<file path="config.mk">
export PLATFORM = sky130hd
export DESIGN_NAME = lcd_timing_gen_flat
export DESIGN_NICKNAME = d
export VERILOG_FILES = /design/src/rtl/video_types.sv /design/src/rtl/lcd_timing_gen_if.sv /design/src/rtl/lcd_timing_gen.sv /design/src/flat_wrapper.sv
export SDC_FILE = /design/constraint.sdc
export NUM_CORES = 1
export LEC_CHECK = 0
export BUFFER_PORTS_ARGS = -buffer_cell sky130_fd_sc_hd__buf_2
export CAP_MARGIN = 10
export CORE_AREA = 2 2 83 85
export CTS_CLUSTER_DIAMETER = 150
export CTS_CLUSTER_SIZE = 25
export DETAILED_ROUTE_END_ITERATION = 6
export DIE_AREA = 0 0 85 87
export GPL_ROUTABILITY_DRIVEN = 0
export GPL_TIMING_DRIVEN = 0
export PLACE_DENSITY = 0.67
export SLEW_MARGIN = 25
export SYNTH_ARGS = -nofsm -noshare
export SYNTH_HDL_FRONTEND = slang
export SYNTH_SLANG_ARGS = --single-unit
export TNS_END_PERCENT = 5
</file>
<file path="constraint.sdc">
create_clock -name clk -period 7.45 [get_ports clk]
set_input_delay 1.49 -clock clk [delete_from_list [all_inputs] [get_ports clk]]
set_output_delay 1.49 -clock clk [all_outputs]
set_load 0.02 [all_outputs]
</file>
<file path="src/rtl/video_types.sv">
// video_types: shared LCD register addresses, STAT mode encoding and STAT register layout.
package video_types;
  localparam logic [15:0] LCD_STAT_ADDR = 16'hFF41;
  localparam logic [15:0] LY_ADDR = 16'hFF44;
  localparam logic [15:0] LYC_ADDR = 16'hFF45;
  typedef enum logic [1:0] {HBLANK = 2'd0, VBLANK = 2'd1, OAM = 2'd2, XFER = 2'd3} lcd_mode_e;
  typedef struct packed {
    logic one;
    logic lyc_ie;
    logic oam_ie;
    logic vblank_ie;
    logic hblank_ie;
    logic lyc_eq;
    lcd_mode_e mode;
  } stat_reg_t;
endpackage

</file>
<file path="src/rtl/lcd_timing_gen_if.sv">
// lcd_bus_if: CPU register bus into the LCD timing block.
interface lcd_bus_if;
  logic [15:0] addr;
  logic [7:0] wdata;
  logic wr;
  logic rd;
  logic [7:0] rdata;
  logic rd_hit;
  modport master(output addr, wdata, wr, rd, input rdata, rd_hit);
  modport slave(input addr, wdata, wr, rd, output rdata, rd_hit);
endinterface

</file>
<file path="src/rtl/lcd_timing_gen.sv">
// lcd_timing_gen: dot/line timing, STAT/LY/LYC registers, render request and interrupt pulses.
module lcd_timing_gen
  import video_types::*;
#(
  parameter int DOTS_PER_LINE = 456,
  parameter int OAM_DOTS = 80,
  parameter int XFER_DOTS = 172,
  parameter int VISIBLE_LINES = 144,
  parameter int TOTAL_LINES = 154
) (
  input  logic clk,
  input  logic reset_n,
  input  logic lcd_en,
  lcd_bus_if.slave bus,
  output logic drawline,
  output logic [7:0] line_idx,
  output logic frame_done,
  output logic [7:0] ly,
  output logic [1:0] mode,
  output logic vblank_irq,
  output logic stat_irq
);
  localparam int DW = $clog2(DOTS_PER_LINE);
  localparam logic [DW-1:0] DOT_LAST = DW'(DOTS_PER_LINE - 1);
  localparam logic [DW-1:0] OAM_END = DW'(OAM_DOTS);
  localparam logic [DW-1:0] XFER_END = DW'(OAM_DOTS + XFER_DOTS);
  localparam logic [7:0] VIS = 8'(VISIBLE_LINES);
  localparam logic [7:0] LINE_LAST = 8'(TOTAL_LINES - 1);
  logic [DW-1:0] dot_q, dot_d;
  logic [7:0] line_q, line_d, lyc_q, lyc_d, line_idx_q, line_idx_d, rdata_q, rdata_d;
  logic [3:0] ie_q, ie_d;
  logic on_q, on_d, rd_hit_q, rd_hit_d, draw_q, draw_d, vbl_q, vbl_d, stat_prev_q, stat_prev_d;
  logic ly_wr, dot_wrap, coinc, stat_line, hold;
  lcd_mode_e cur_mode;
  stat_reg_t stat_rd;
  always_comb begin
    ly_wr = bus.wr && bus.addr == LY_ADDR;
    cur_mode = !on_q ? HBLANK : line_q >= VIS ? VBLANK : dot_q < OAM_END ? OAM :
               dot_q < XFER_END ? XFER : HBLANK;
    coinc = line_q == lyc_q;
    stat_line = |(ie_q & {coinc, cur_mode == OAM, cur_mode == VBLANK, cur_mode == HBLANK});
    stat_rd = '{one: 1'b1, lyc_ie: ie_q[3], oam_ie: ie_q[2], vblank_ie: ie_q[1],
                hblank_ie: ie_q[0], lyc_eq: coinc, mode: cur_mode};
    // an LY write outranks the natural line wrap
    hold = !lcd_en || !on_q || ly_wr;
    dot_wrap = dot_q == DOT_LAST;
    dot_d = (hold || dot_wrap) ? '0 : dot_q + 1'b1;
    line_d = hold ? '0 : !dot_wrap ? line_q : line_q == LINE_LAST ? '0 : line_q + 8'd1;
    on_d = lcd_en;
    draw_d = lcd_en && line_d < VIS && dot_d == OAM_END;
    line_idx_d = draw_d ? line_d : line_idx_q;
    vbl_d = lcd_en && line_d == VIS && dot_d == '0;
    stat_prev_d = stat_line;
    lyc_d = (bus.wr && bus.addr == LYC_ADDR) ? bus.wdata : lyc_q;
    ie_d = (bus.wr && bus.addr == LCD_STAT_ADDR) ? bus.wdata[6:3] : ie_q;
    rd_hit_d = bus.rd && (bus.addr == LCD_STAT_ADDR || bus.addr == LY_ADDR || bus.addr == LYC_ADDR);
    rdata_d = !bus.rd ? '0 : bus.addr == LCD_STAT_ADDR ? stat_rd : bus.addr == LY_ADDR ? line_q :
              bus.addr == LYC_ADDR ? lyc_q : '0;
  end
  always_ff @(posedge clk or negedge reset_n)
    if (!reset_n) begin
      dot_q <= '0;
      line_q <= '0;
      on_q <= 1'b0;
      lyc_q <= '0;
      ie_q <= '0;
      line_idx_q <= '0;
      rdata_q <= '0;
      rd_hit_q <= 1'b0;
      draw_q <= 1'b0;
      vbl_q <= 1'b0;
      stat_prev_q <= 1'b0;
    end else begin
      dot_q <= dot_d;
      line_q <= line_d;
      on_q <= on_d;
      lyc_q <= lyc_d;
      ie_q <= ie_d;
      line_idx_q <= line_idx_d;
      rdata_q <= rdata_d;
      rd_hit_q <= rd_hit_d;
      draw_q <= draw_d;
      vbl_q <= vbl_d;
      stat_prev_q <= stat_prev_d;
    end
  assign ly = line_q;
  assign mode = cur_mode;
  assign drawline = draw_q;
  assign line_idx = line_idx_q;
  assign frame_done = vbl_q;
  assign vblank_irq = vbl_q;
  assign stat_irq = stat_line && !stat_prev_q;
  assign bus.rdata = rdata_q;
  assign bus.rd_hit = rd_hit_q;
endmodule
</file>
<file path="src/flat_wrapper.sv">
// flat-port wrapper written by rule: the top's interface ports become plain ports
module lcd_timing_gen_flat import video_types::*;
#(
  parameter int DOTS_PER_LINE = 456,
  parameter int OAM_DOTS = 80,
  parameter int XFER_DOTS = 172,
  parameter int VISIBLE_LINES = 144,
  parameter int TOTAL_LINES = 154
)
  (clk, reset_n, lcd_en, drawline, line_idx, frame_done, ly, mode, vblank_irq, stat_irq, bus_addr, bus_wdata, bus_wr, bus_rd, bus_rdata, bus_rd_hit);
  lcd_bus_if bus_i ();
  input  logic clk;
  input  logic reset_n;
  input  logic lcd_en;
  output logic drawline;
  output logic [7:0] line_idx;
  output logic frame_done;
  output logic [7:0] ly;
  output logic [1:0] mode;
  output logic vblank_irq;
  output logic stat_irq;
  input wire logic [$bits(bus_i.addr)-1:0] bus_addr;
  input wire logic [$bits(bus_i.wdata)-1:0] bus_wdata;
  input wire logic [$bits(bus_i.wr)-1:0] bus_wr;
  input wire logic [$bits(bus_i.rd)-1:0] bus_rd;
  output wire logic [$bits(bus_i.rdata)-1:0] bus_rdata;
  output wire logic [$bits(bus_i.rd_hit)-1:0] bus_rd_hit;
  assign bus_i.addr = bus_addr;
  assign bus_i.wdata = bus_wdata;
  assign bus_i.wr = bus_wr;
  assign bus_i.rd = bus_rd;
  assign bus_rdata = bus_i.rdata;
  assign bus_rd_hit = bus_i.rd_hit;
  lcd_timing_gen #(.DOTS_PER_LINE(DOTS_PER_LINE), .OAM_DOTS(OAM_DOTS), .XFER_DOTS(XFER_DOTS), .VISIBLE_LINES(VISIBLE_LINES), .TOTAL_LINES(TOTAL_LINES)) u_core (.clk(clk), .reset_n(reset_n), .lcd_en(lcd_en), .bus(bus_i), .drawline(drawline), .line_idx(line_idx), .frame_done(frame_done), .ly(ly), .mode(mode), .vblank_irq(vblank_irq), .stat_irq(stat_irq));
endmodule
</file>
==> results of run 1 <==
-- power groups by stage --
stage               registers (mW)  logic [mW]  clock network (mW)
detailed placement           0.279      0.0265                   0
global route                 0.273      0.0287               0.246
global placement             0.279      0.0257                   0
CTS                          0.273      0.0264               0.233
finish                       0.273      0.0256               0.228
floorplan                    0.278     0.00915                   0
-- synth_stat cells (3+ instances only) --
cell / count / area [sq um]
ha_1: 4 / 50.1
nor3_1: 9 / 45.0
buf_2: 3 / 15.0
clkbuf_1: 12 / 45.0
and3_1: 4 / 25.0
a22oi_1: 3 / 22.5
or2_2: 3 / 18.8
and2_1: 6 / 37.5
a22o_1: 5 / 43.8
dfrtp_1: 50 / 1250
nor2b_1: 3 / 18.8
xnor2_1: 11 / 96.3
nand2b_1: 4 / 25.0
mux2i_1: 8 / 80.1
xor2_1: 7 / 61.3
nand4_1: 8 / 50.1
inv_1: 10 / 37.5
a21oi_1: 11 / 55.1
o21ai_0: 13 / 65.1
nand3_1: 8 / 40.0
o311a_1: 3 / 30.0
mux2_2: 13 / 146
o21a_1: 4 / 30.0
nand2_1: 22 / 82.6
nor2_1: 32 / 120
-- worst max path at each step --
stage,start,endpoint,slack [ps],cells past startpoint
3_5_place_dp,u_core.ly[5]$_DFF_PN0_,stat_irq,3410,9
5_1_grt,u_core.ly[5]$_DFF_PN0_,stat_irq,2870,8
4_1_cts,u_core.ly[5]$_DFF_PN0_,stat_irq,3060,9
3_3_place_gp,u_core.ly[5]$_DFF_PN0_,stat_irq,3380,9
2_1_floorplan,u_core.ly[5]$_DFF_PN0_,stat_irq,3160,7
6_report,u_core.ly[5]$_DFF_PN0_,stat_irq,3060,9
-- sequential cells by signal, indices dropped and copies added, names as in the netlist --
signal,cells
u_core.ly,8
u_core.bus.rdata,8
u_core.line_idx,8
u_core.dot_q,9
u_core.bus.rd_hit,1
u_core.frame_done,1
u_core.lyc_q,8
u_core.drawline,1
u_core.on_q,1
u_core.stat_prev_q,1
u_core.ie_q,4
-- logic make-up (layout without fill, tap and decap cells) --
kind of cell    count (synthesis)  in the layout  synth area share
simple gates                  117            117             0.232
compound gates                 52             52             0.132
flops                          50             50             0.438
buf+inv                        27             93            0.0395
mux                            22             22            0.0846
xor+xnor                       18             18            0.0552
fa+ha+maj                       4              4            0.0175
-- per-stage QoR --
step | area, sq um | hold WS, ps
after floorplan | 2850 | 491
after global placement | 3240 | 491
after detailed placement | 3250 | 486
after CTS | 3380 | 520
after global routing | 3380 | 531
final | 3380 | 515
-- metal layers --
layer | wire length [um] | GRT usage | up-vias
met5 | 0 | 0 | -
met4 | 102 | 0.0620 | 0
met3 | 276 | 0.0379 | 10
met2 | 3030 | 0.282 | 50
met1 | 2890 | 0.244 | 1124
li1 | - | - | 1157
-- final cells by class --
type                    count  area share
clock buffers               5      0.0203
well taps                  80      0.0296
repair buffers             58      0.0865
clock inverters             3      0.0203
multi-input cells         213       0.440
inverters                  10      0.0111
flip-flops and latches     50       0.370
plain buffers              17      0.0222
-- critical path, stage by stage, from the launching register on --
cell	delay, ps
dfrtp_1	390
clkbuf_1	240
or2_2	380
o21a_1	200
o21ai_0	530
mux2i_1	250
nor2_1	50
a211o_1	270
nor2b_1	130
buf_2	150
==> impl_metrics.json, run 1 <==
{
  "status": "finished clean",
  "yosysSeqAreaShare": 0.438,
  "required_ps": 5960,
  "r2r_setup_slack_ps": 4270,
  "ys_ff_latch": 50,
  "period_minus_slack_ps": 4390,
  "drive_gt1_frac": 0.278,
  "setup_ws_ps": 3060,
  "rsz0062_at_grt": "false",
  "ant_nets": 0,
  "hold_path_end": "u_core.line_idx[6]$_DFFE_PN0P_",
  "fmax_mhz": 228,
  "dp_hpwl_um": 4790,
  "powerDensity_mw_per_mm2": 156,
  "slew_headroom": 0.426,
  "worstPathMaxFanout": 10,
  "finalPower_mw": 0.527,
  "seq_power_share": 0.518,
  "synth_fp_nets": 323,
  "tightestPinTransition_ps": 849,
  "fp.dieH_um": 87,
  "clk-insertion-delay-late_ps": 310,
  "antenna_found_initial": 0,
  "ff2ff_path_depth": 10,
  "antenna_cells": 0,
  "numCtsBuffers": 5,
  "grt_pass1_vias": 2187,
  "initial_core_util": 0.434,
  "seq_area_sq_mm": 0.00125,
  "ctsResizeCount": 0,
  "final_util": 0.515,
  "htreeDepth": 2,
  "via_per_inst": 5.37,
  "io-pin-count": 60,
  "cp.arrival_ps": 2900,
  "ir_drop_mv": 0.0945,
  "yosys_warnings": 0,
  "grt_pass1_wl_um": 10500,
  "vias": 2341,
  "startpoint_type": "register",
  "finalNonFillerCells": 436,
  "placed_cells": 428,
  "dp_slack_ps": 3410,
  "wirelength_um": 6290,
  "port_buffers": 58,
  "final_common_cell": "buf_2",
  "hold_viol": 0,
  "syn_area_sq_mm": 0.00285,
  "drt_iter0_drc": 90,
  "drcViolationCount": 0,
  "hold_class": "register to register",
  "clk_path_buf_depth": 2,
  "multi_input_area_sq_mm": 0.00149,
  "syn_to_final_growth_pct": 18.6,
  "r2r-end": "u_core.line_idx[1]$_DFFE_PN0P_",
  "p_leak_nw": 1.67,
  "clkSlewWorstSetupHoldPaths_ps": 90,
  "synthArstFlopShare": 1.00,
  "dr.pass1.iters": 4,
  "internal_power_mw": 0.416,
  "syn_inst": 290,
  "dieArea_sq_mm": 0.00740,
  "synth_cell_types": 55,
  "combPwrFrac": 0.049,
  "core.rowCount": 30,
  "die_w_um": 85,
  "nets": 388,
  "p_sw_frac": 0.210,
  "final_cell_mix": "60 x buf_2, 50 x dfrtp_1, 32 x nor2_1",
  "post-cts-setup-buffer-count": 0,
  "syn_area_per_cell_sq_um": 9.84,
  "tns_ps": 0,
  "n_fill_cell": 585,
  "wl_per_cell_um": 14.4,
  "maxCapViolations": 0,
  "p_sw_mw": 0.111,
  "worstReg2RegStart": "u_core.dot_q[0]$_DFF_PN0_",
  "cts_tree": "done",
  "hold_buffers": 0,
  "setup_viol": 0,
  "grt_max_degree": 51,
  "whs_path_depth": 1,
  "holdCritStartpoint": "u_core.line_idx[6]$_DFFE_PN0P_",
  "yosys_most_used_dff": "dfrtp_1",
  "synth-edff-count": 0,
  "core_sq_mm": 0.00657,
  "overflow": 0,
  "worstSetupEndpointType": "output port",
  "fin_worst_skew_ps": 7.58,
  "cts-root-buf": "clkbuf_8",
  "crit_type": "register to output port",
  "timing.final.crit_share": 0.589,
  "slew_viol_final": 0,
  "cts_sinks": 50,
  "clkPwrFrac": 0.433,
  "track_usage": 0.178
}
Power figures use the tool's default switching activity.
==> inputs of run 2 (changes only) <==
PLACE_DENSITY = 0.69   (was 0.67)
clock period = 3.8 ns   (was 7.45 ns; I/O delays follow)
==> run 2 against run 1 <==
Net effect:
- cell count unchanged
- global-route usage rose by 0.35 points
- largest power group unchanged
- sequential power rose by 96%
- routed wire length increased by 1.9%
- largest cell class unchanged
- setup slack got worse by 2800 ps
- flip-flop and latch count did not move
- highest routed layer unchanged
==> impl_metrics.json, run 2 (synthesized netlist as in run 1, its figures left out) <==
{
  "drt_iter0_drc": 126,
  "core_sq_mm": 0.00657,
  "post-cts-setup-buffer-count": 0,
  "cp.arrival_ps": 2760,
  "antenna_cells": 0,
  "p_leak_nw": 1.65,
  "slew_viol_final": 0,
  "dp_slack_ps": 406,
  "clkSlewWorstSetupHoldPaths_ps": 90,
  "setup_viol": 0,
  "fmax_mhz": 284,
  "largest_register_ffs": 9,
  "worstPathMaxFanout": 10,
  "timing.final.crit_share": 0.927,
  "top_register": "u_core.dot_q",
  "cts_tree": "done",
  "setup_ws_ps": 278,
  "ir_drop_mv": 0.212,
  "via_per_inst": 5.39,
  "dp_hpwl_um": 4800,
  "period_minus_slack_ps": 3520,
  "cts_sinks": 50,
  "r2r_setup_slack_ps": 640,
  "dieArea_sq_mm": 0.00740,
  "grt_max_degree": 51,
  "overflow": 0,
  "port_buffers": 58,
  "drive_gt1_frac": 0.278,
  "slew_headroom": 0.585,
  "hold_buffers": 0,
  "wl_per_cell_um": 14.7,
  "core.rowCount": 30,
  "status": "finished clean",
  "syn_to_final_growth_pct": 17.2,
  "track_usage": 0.182,
  "fin_worst_skew_ps": 7.62,
  "die_w_um": 85,
  "antenna_found_initial": 0,
  "wirelength_um": 6410,
  "powerDensity_mw_per_mm2": 271,
  "vias": 2350,
  "tns_ps": 0,
  "hold_class": "input port to async pin",
  "crit_type": "register to output port",
  "numCtsBuffers": 5,
  "final_common_cell": "buf_2",
  "htreeDepth": 2,
  "crit_start": "u_core.ly[5]$_DFF_PN0_",
  "ant_nets": 0,
  "rsz0062_at_grt": "false",
  "ctsResizeCount": 0,
  "tightestPinTransition_ps": 622,
  "drcViolationCount": 0,
  "clk_path_buf_depth": 2,
  "nets": 388,
  "grt_pass1_wl_um": 10800,
  "cp-endpoint": "stat_irq",
  "final_cell_mix": "60 x buf_2, 50 x dfrtp_1, 32 x nor2_1",
  "maxCapViolations": 0,
  "dr.pass1.iters": 4,
  "clk-insertion-delay-late_ps": 300,
  "hold_viol": 0,
  "fp.dieH_um": 87,
  "worstReg2RegStart": "u_core.dot_q[0]$_DFF_PN0_",
  "worstSetupEndpointType": "output port",
  "required_ps": 3040,
  "ff2ff_path_depth": 10,
  "io-pin-count": 60,
  "cts-root-buf": "clkbuf_8",
  "grt_pass1_vias": 2243,
  "initial_core_util": 0.434,
  "r2r-end": "u_core.line_idx[1]$_DFFE_PN0P_",
  "startpoint_type": "register"
}
run 2: critical path: stages, from the launching register on:
cell,delay (ps)
dfrtp_1,390
clkbuf_1,240
or2_2,380
o21a_1,220
o21ai_1,390
mux2i_1,230
nor2_1,60
a211o_1,270
nor2b_1,130
buf_2,150
run 2: final cells by class:
type | count | area (sq um)
inverters | 10 | 37.5
flip-flops and latches | 50 | 1250
plain buffers | 17 | 75.1
clock inverters | 1 | 5.00
clock buffers | 7 | 86.3
well taps | 80 | 100
fillers | 628 | 3220
repair buffers | 58 | 293
multi-input cells | 213 | 1500
run 2: worst min-delay path by stage:
| stage | from | endpoint | depth (start not counted) |
|---|---|---|---|
| 3_3_place_gp | u_core.line_idx[2]$_DFFE_PN0P_ | u_core.line_idx[2]$_DFFE_PN0P_ | 1 |
| 2_1_floorplan | reset_n | u_core.bus.rd_hit$_DFF_PN0_ | 0 |
| 3_5_place_dp | u_core.line_idx[6]$_DFFE_PN0P_ | u_core.line_idx[6]$_DFFE_PN0P_ | 1 |
| 5_1_grt | reset_n | u_core.bus.rdata[2]$_DFF_PN0_ | 1 |
| 4_1_cts | reset_n | u_core.bus.rdata[6]$_DFF_PN0_ | 1 |
| 6_report | reset_n | u_core.bus.rd_hit$_DFF_PN0_ | 1 |
run 2: through the flow:
stage               instance area, sq um  hold slack, ps  power, mW  utilization  instances
detailed placement                  3250             486      0.598        0.494        428
floorplan                           2850             464      0.564            -        290
finish                              3340             471      0.906        0.509        436
global route                        3340             519      0.949        0.509        436
CTS                                 3340             494      0.921        0.508        436
global placement                    3240             488      0.596        0.494        428
run 2: where the power goes:
group / total [mW] / internal [mW] / switching, mW
Combinational: 0.0509 / 0.0194 / 0.0315
Clock: 0.320 / 0.147 / 0.173
Sequential: 0.536 / 0.533 / 0.00244
Total: 0.906 / 0.700 / 0.207
run 2: routing by layer:
metal  wire length [um]  GRT usage
met5                  0          0
met4                107     0.0592
met3                259     0.0360
met2               3040      0.294
met1               3000      0.247
